[src/rtl/led_bank_capture.sv]
// ============================================================================
// Module      : led_bank_capture
// Description : Readback monitor for the 9-lane LED bank bus. Rebuilds the
//               18 frames shifted out by the LED bank driver, pulses
//               frame_valid per completed frame set and flags protocol
//               violations and mid-frame stalls.
//               Optional macro LED_CAPTURE_SYNC_EN inserts a 2-flop
//               synchronizer on every bus input (for a foreign clock domain).
// Revision    : 1.0 - initial release
// ============================================================================
`default_nettype none

module led_bank_capture #(
  parameter int FRAME_LENGTH = 32,
  parameter int TIMEOUT      = 64
) (
  input  logic                         clk,
  input  logic                         reset,
  input  logic                         dclk,
  input  logic                         latch0,
  input  logic                         latch1,
  input  logic [8:0]                   data,
  output logic [18*FRAME_LENGTH-1:0]   frames,
  output logic                         frame_valid,
  output logic                         busy,
  output logic                         proto_err,
  output logic                         err_sticky
);

  localparam int BIT_W  = $clog2(FRAME_LENGTH) + 1;
  localparam int TOUT_W = $clog2(TIMEOUT + 1);
  localparam int ALL_W  = 18 * FRAME_LENGTH;

  typedef enum logic [1:0] {
    S_IDLE  = 2'd0,
    S_WAIT1 = 2'd1,
    S_WAIT0 = 2'd2,
    S_DONE  = 2'd3
  } state_t;

  // Bus inputs as seen by the edge detector
  logic       dclk_in;
  logic       latch0_in;
  logic       latch1_in;
  logic [8:0] data_in;

`ifdef LED_CAPTURE_SYNC_EN
  logic [1:0] dclk_sync;
  logic [1:0] latch0_sync;
  logic [1:0] latch1_sync;
  logic [8:0] data_sync1;
  logic [8:0] data_sync2;

  // Two-flop synchronizers; dclk rests high so it resets to 1
  always_ff @(posedge clk or posedge reset) begin
    if (reset) begin
      dclk_sync   <= 2'b11;
      latch0_sync <= 2'b00;
      latch1_sync <= 2'b00;
      data_sync1  <= '0;
      data_sync2  <= '0;
    end else begin
      dclk_sync   <= {dclk_sync[0], dclk};
      latch0_sync <= {latch0_sync[0], latch0};
      latch1_sync <= {latch1_sync[0], latch1};
      data_sync1  <= data;
      data_sync2  <= data_sync1;
    end
  end

  assign dclk_in   = dclk_sync[1];
  assign latch0_in = latch0_sync[1];
  assign latch1_in = latch1_sync[1];
  assign data_in   = data_sync2;
`else
  assign dclk_in   = dclk;
  assign latch0_in = latch0;
  assign latch1_in = latch1;
  assign data_in   = data;
`endif

  state_t              state;
  logic                dclk_prev;
  logic [BIT_W-1:0]    bit_cnt;
  logic [TOUT_W-1:0]   quiet_cnt;
  logic [ALL_W-1:0]    shift_all;

  logic                rise;
  logic                grp0;
  logic                grp1;
  logic [BIT_W-1:0]    bit_cnt_next;
  logic                quiet_expire;

  assign rise         = ~dclk_prev & dclk_in;
  assign grp0         = latch0_in & ~latch1_in;
  assign grp1         = latch1_in & ~latch0_in;
  assign bit_cnt_next = bit_cnt + BIT_W'(1);
  // The cycle that would make the quiet count reach TIMEOUT ends the capture
  assign quiet_expire = ~rise && (quiet_cnt == TOUT_W'(TIMEOUT - 1));
  assign busy         = (state == S_WAIT0) || (state == S_WAIT1);

  // Shift one bit into each of the 9 frames of a group; lane 8-i feeds frame i
  function automatic logic [ALL_W-1:0] shift_group(
    input logic [ALL_W-1:0] cur,
    input logic             group,
    input logic [8:0]       lanes
  );
    logic [ALL_W-1:0] res;
    int               base;
    res  = cur;
    base = group ? 9 : 0;
    for (int i = 0; i < 9; i++) begin
      res[(base+i)*FRAME_LENGTH +: FRAME_LENGTH] =
        {cur[(base+i)*FRAME_LENGTH +: FRAME_LENGTH-1], lanes[8-i]};
    end
    return res;
  endfunction

  // Capture FSM, edge detector, bit/quiet counters and registered outputs
  always_ff @(posedge clk or posedge reset) begin
    if (reset) begin
      state       <= S_IDLE;
      dclk_prev   <= 1'b1;
      bit_cnt     <= '0;
      quiet_cnt   <= '0;
      shift_all   <= '0;
      frames      <= '0;
      frame_valid <= 1'b0;
      proto_err   <= 1'b0;
      err_sticky  <= 1'b0;
    end else begin
      frame_valid <= 1'b0;
      proto_err   <= 1'b0;
      dclk_prev   <= dclk_in;

      if (rise) begin
        quiet_cnt <= '0;
      end else if (quiet_cnt != TOUT_W'(TIMEOUT)) begin
        quiet_cnt <= quiet_cnt + TOUT_W'(1);
      end

      case (state)
        S_IDLE, S_DONE: begin
          if (state == S_DONE) begin
            frames      <= shift_all;
            frame_valid <= 1'b1;
          end
          state <= S_IDLE;
          if (rise && grp0) begin
            shift_all  <= shift_group(shift_all, 1'b0, data_in);
            err_sticky <= 1'b0;
            bit_cnt    <= '0;
            state      <= S_WAIT1;
          end else if (rise && grp1) begin
            proto_err  <= 1'b1;
            err_sticky <= 1'b1;
          end
        end

        S_WAIT1: begin
          if (rise) begin
            if (grp1) begin
              shift_all <= shift_group(shift_all, 1'b1, data_in);
              bit_cnt   <= bit_cnt_next;
              state     <= (bit_cnt_next == BIT_W'(FRAME_LENGTH)) ? S_DONE : S_WAIT0;
            end else begin
              proto_err  <= 1'b1;
              err_sticky <= 1'b1;
              state      <= S_IDLE;
            end
          end else if (quiet_expire) begin
            proto_err  <= 1'b1;
            err_sticky <= 1'b1;
            state      <= S_IDLE;
          end
        end

        S_WAIT0: begin
          if (rise) begin
            if (grp0) begin
              shift_all <= shift_group(shift_all, 1'b0, data_in);
              state     <= S_WAIT1;
            end else begin
              proto_err  <= 1'b1;
              err_sticky <= 1'b1;
              state      <= S_IDLE;
            end
          end else if (quiet_expire) begin
            proto_err  <= 1'b1;
            err_sticky <= 1'b1;
            state      <= S_IDLE;
          end
        end

        default: state <= S_IDLE;
      endcase
    end
  end

endmodule

`default_nettype wire

[config.mk]
export PLATFORM = sky130hd
export DESIGN_NAME = led_bank_capture
export DESIGN_NICKNAME = d
export VERILOG_FILES = /design/src/rtl/led_bank_capture.sv
export SDC_FILE = /design/constraint.sdc
export NUM_CORES = 2
export LEC_CHECK = 0
export CAP_MARGIN = 40
export CORE_MARGIN = 10
export CORE_UTILIZATION = 30
export DETAILED_ROUTE_END_ITERATION = 16
export PLACE_DENSITY = 0.5
export SLEW_MARGIN = 5
export SYNTH_ARGS = -nofsm -noshare
export SYNTH_HDL_FRONTEND = slang
export SYNTH_SLANG_ARGS = --single-unit
[constraint.sdc]
create_clock -name clk -period 119.9 [get_ports clk]
set_clock_uncertainty 0.2 [all_clocks]
set_input_delay 23.98 -clock clk [delete_from_list [all_inputs] [get_ports clk]]
set_output_delay 23.98 -clock clk [all_outputs]
set_load 0.03 [all_outputs]
==> flow_metrics.env <==
export IMPL_outcome="complete, no violations"
export IMPL_finish_net_count=3212
export IMPL_cap_violations=0
export IMPL_antenna_left=0
export IMPL_critPathKind="in2reg"
export IMPL_port_buffers=593
export IMPL_track_usage_pct=13.79
export IMPL_post_cts_buffers=0
export IMPL_drt_iter0_markers=1188
export IMPL_synth_area_um2=43200
export IMPL_leakage_nw=26.46
export IMPL_die_w_um=399.5
export IMPL_antenna_found_initial=3
export IMPL_vias=23864
export IMPL_num_rows=139
export IMPL_cts_max_level=4
export IMPL_fp_dieH_um=399.5
export IMPL_max_freq_ghz=0.03575
export IMPL_die_area_um2=159600
export IMPL_cp_common_cell="buf_4"
export IMPL_worst_slack_ns=91.92
export IMPL_clock_sinks=1171
export IMPL_areaGrowthSynthToFinish_pct=29.26
export IMPL_grt_busiest_layer="met2"
export IMPL_powerDensity_nw_per_um2=15.82
export IMPL_final_layout_size_suffix_gt1_share_pct=34.08
export IMPL_drt_total_wl_um=113000
export IMPL_use_met3_pct=3.711
export IMPL_setup_viol=0
export IMPL_crit_arrival_ns=28.47
export IMPL_synth_area_leader_cell="dfrtp_1"
export IMPL_synth_most_common_cell="dfrtp_1"
export IMPL_critPathRequiredTime_ns=120.39
export IMPL_async_flop_share_pct=100.0
export IMPL_worstHoldPathType="reg2reg"
export IMPL_pre_cts_slack_ns=91.11
export IMPL_cts_buffer_depth=3
export IMPL_root_buffer="clkbuf_16"
export IMPL_yosysWarnings=0
export IMPL_place_area_um2=51110
export IMPL_yosysUniqueCellTypes=42
export IMPL_ir_drop_mv=0.009239
export IMPL_path_cells="clkdlybuf4s50_1, nand2b_1, nor3b_2, and3_4, buf_4, buf_4, buf_4, buf_16, a22o_1"
export IMPL_hold_viol=0
export IMPL_crit_family="buffers and inverters"
export IMPL_startpoint_type="primary input"
export IMPL_dr_pass1_iters=5
export IMPL_tns_ns=0
export IMPL_slowest_stage="buf_4"
export IMPL_fin_cells=5203
export IMPL_synth_area_top_cells="dfrtp_1, mux2_2, a22o_1"
export IMPL_yosysTopAreaCellShare_pct=67.77
export IMPL_drc=0
export IMPL_crit_buf_inv=5
export IMPL_worst_setup_path_end_kind="flop"
export IMPL_use_met1_pct=17.89
export IMPL_initial_utilization_pct=30.15
export IMPL_slew_violations=0
export IMPL_grt_setup_unrepaired="false"
export IMPL_synth_edf_count=0
export IMPL_cts_clk_slew_worst_paths_ns=0.06
export IMPL_met2_usage_pct=21.87
export IMPL_synth_cells=2585
export IMPL_synthFlopType="dfrtp_1"
export IMPL_ys_seq_area_share_pct=67.83
export IMPL_dp_final_hpwl_um=75160
export IMPL_cts_resized=0
export IMPL_grt_max_degree=178
export IMPL_routedWlPerCell_um=21.73
export IMPL_num_io_pins=594
export IMPL_crit_fanout=77
export IMPL_fin_area_um2=55840
export IMPL_avgSynthCellArea_um2=16.71
export IMPL_worst_slew_pin_transition_ns=1.093
export IMPL_synth_fp_nets=2607
export IMPL_insertion_delay_ns=0.75
export IMPL_reg2reg_slack_ns=115.06
export IMPL_grt_pass1_vias=25242
export IMPL_yosys_top_cells_count="dfrtp_1, mux2_2, a22o_1, buf_2, buf_4"
export IMPL_numPlacedInstances=4959
export IMPL_fin_crit_ns=27.98
export IMPL_fp_coreArea_um2=143300
export IMPL_avgViaCountPerCell=4.587
export IMPL_holdBufCountCts=0
export IMPL_numCtsBuffers=132
export IMPL_tritoncts="built"
export IMPL_relSlewSlack_pct=27.15
export IMPL_ys_seq_elements=1171
export IMPL_grt_first_pass_wirelength_um=169200
export IMPL_period_share_pct=23.33
export IMPL_grt_overflow=0
export IMPL_place_congestion=0.7245
export IMPL_max_stage_delay_ns=0.78
registers in the layout, indices dropped and copies added, names as in the netlist:
signal	flops
frames	576
proto_err	1
state	2
err_sticky	1
quiet_cnt	7
bit_cnt	6
shift_all	576
frame_valid	1
dclk_prev	1
cell families (layout without fill, tap and decap cells):
| logic type | Yosys count | in the layout | share of synthesized area, % |
|---|---|---|---|
| adders and majority gates | 8 | 8 | 0.2317 |
| and+or+nand+nor | 45 | 45 | 0.5618 |
| buffers and inverters | 171 | 884 | 2.360 |
| muxes | 868 | 868 | 22.61 |
| AOI/OAI and AO/OA | 317 | 317 | 6.302 |
| DFF | 1171 | 1171 | 67.83 |
| xor gates and xnor gates | 5 | 5 | 0.1014 |
| other | 0 | 2 | 0 |
final timing paths:
| check | from | endpoint | cells past startpoint |
|---|---|---|---|
| min reg2reg | shift_all[31] | frames[31] | 1 |
| max reg2reg | state[1] | shift_all[320] | 11 |
| min in group asynchronous | reset | frames[334] | 2 |
| max in group asynchronous | reset | frames[203] | 7 |
| min | shift_all[31] | frames[31] | 1 |
| max | dclk | shift_all[320] | 9 |
through the flow:
| stage | power [mW] | hold WS (ns) | utilization [%] |
|---|---|---|---|
| global route | 0.9204 | 0.3140 | 38.97 |
| global placement | 0.4573 | 0.2846 | 35.48 |
| detailed placement | 0.4584 | 0.2863 | 35.66 |
| finish | 0.8836 | 0.2962 | 38.97 |
| CTS | 0.9006 | 0.3035 | 38.96 |
| floorplan | 0.4479 | 0.2672 | - |
where the power goes:
group	internal [mW]	switching (mW)	total (mW)
registers	0.409	0.0118	0.421
clock network	0.263	0.170	0.433
logic	0.0140	0.0151	0.0291
total	0.686	0.197	0.884
cell usage in the layout, fill, tap and decap left out, types with 4 or more instances in the layout:
| master | n |
|---|---|
| dfrtp_1 | 1170 |
| mux2_2 | 863 |
| clkdlybuf4s50_1 | 593 |
| a22o_1 | 291 |
| clkbuf_16 | 136 |
| clkbuf_8 | 32 |
| clkbuf_1 | 29 |
| buf_4 | 26 |
| bufinv_16 | 15 |
| clkinv_2 | 14 |
| nor2_1 | 12 |
| nand2_1 | 11 |
| o21ai_0 | 8 |
| buf_12 | 8 |
| inv_1 | 7 |
| ha_1 | 7 |
| buf_16 | 7 |
| a21oi_1 | 6 |
| nand3_1 | 5 |
| mux2i_1 | 4 |
layout make-up:
type,instances,area (um^2)
antenna,2,5.005
clock buffer,197,3953
clock inverter,45,777.0
fill,13383,87460
inverter,8,37.54
multi-input combinational,1243,12900
sequential,1171,29300
tap,1903,2381
timing repair buffer,634,6484
per-layer routing:
metal / vias to the layer above / share of wire (%) / wire length, um
li1: 10654 / - / -
met1: 12533 / 44 / 49520
met2: 491 / 48 / 53820
met3: 186 / 5.4 / 6106
met4: 0 / 3.2 / 3595
met5: - / 0 / 0
Power figures use the tool's default switching activity.
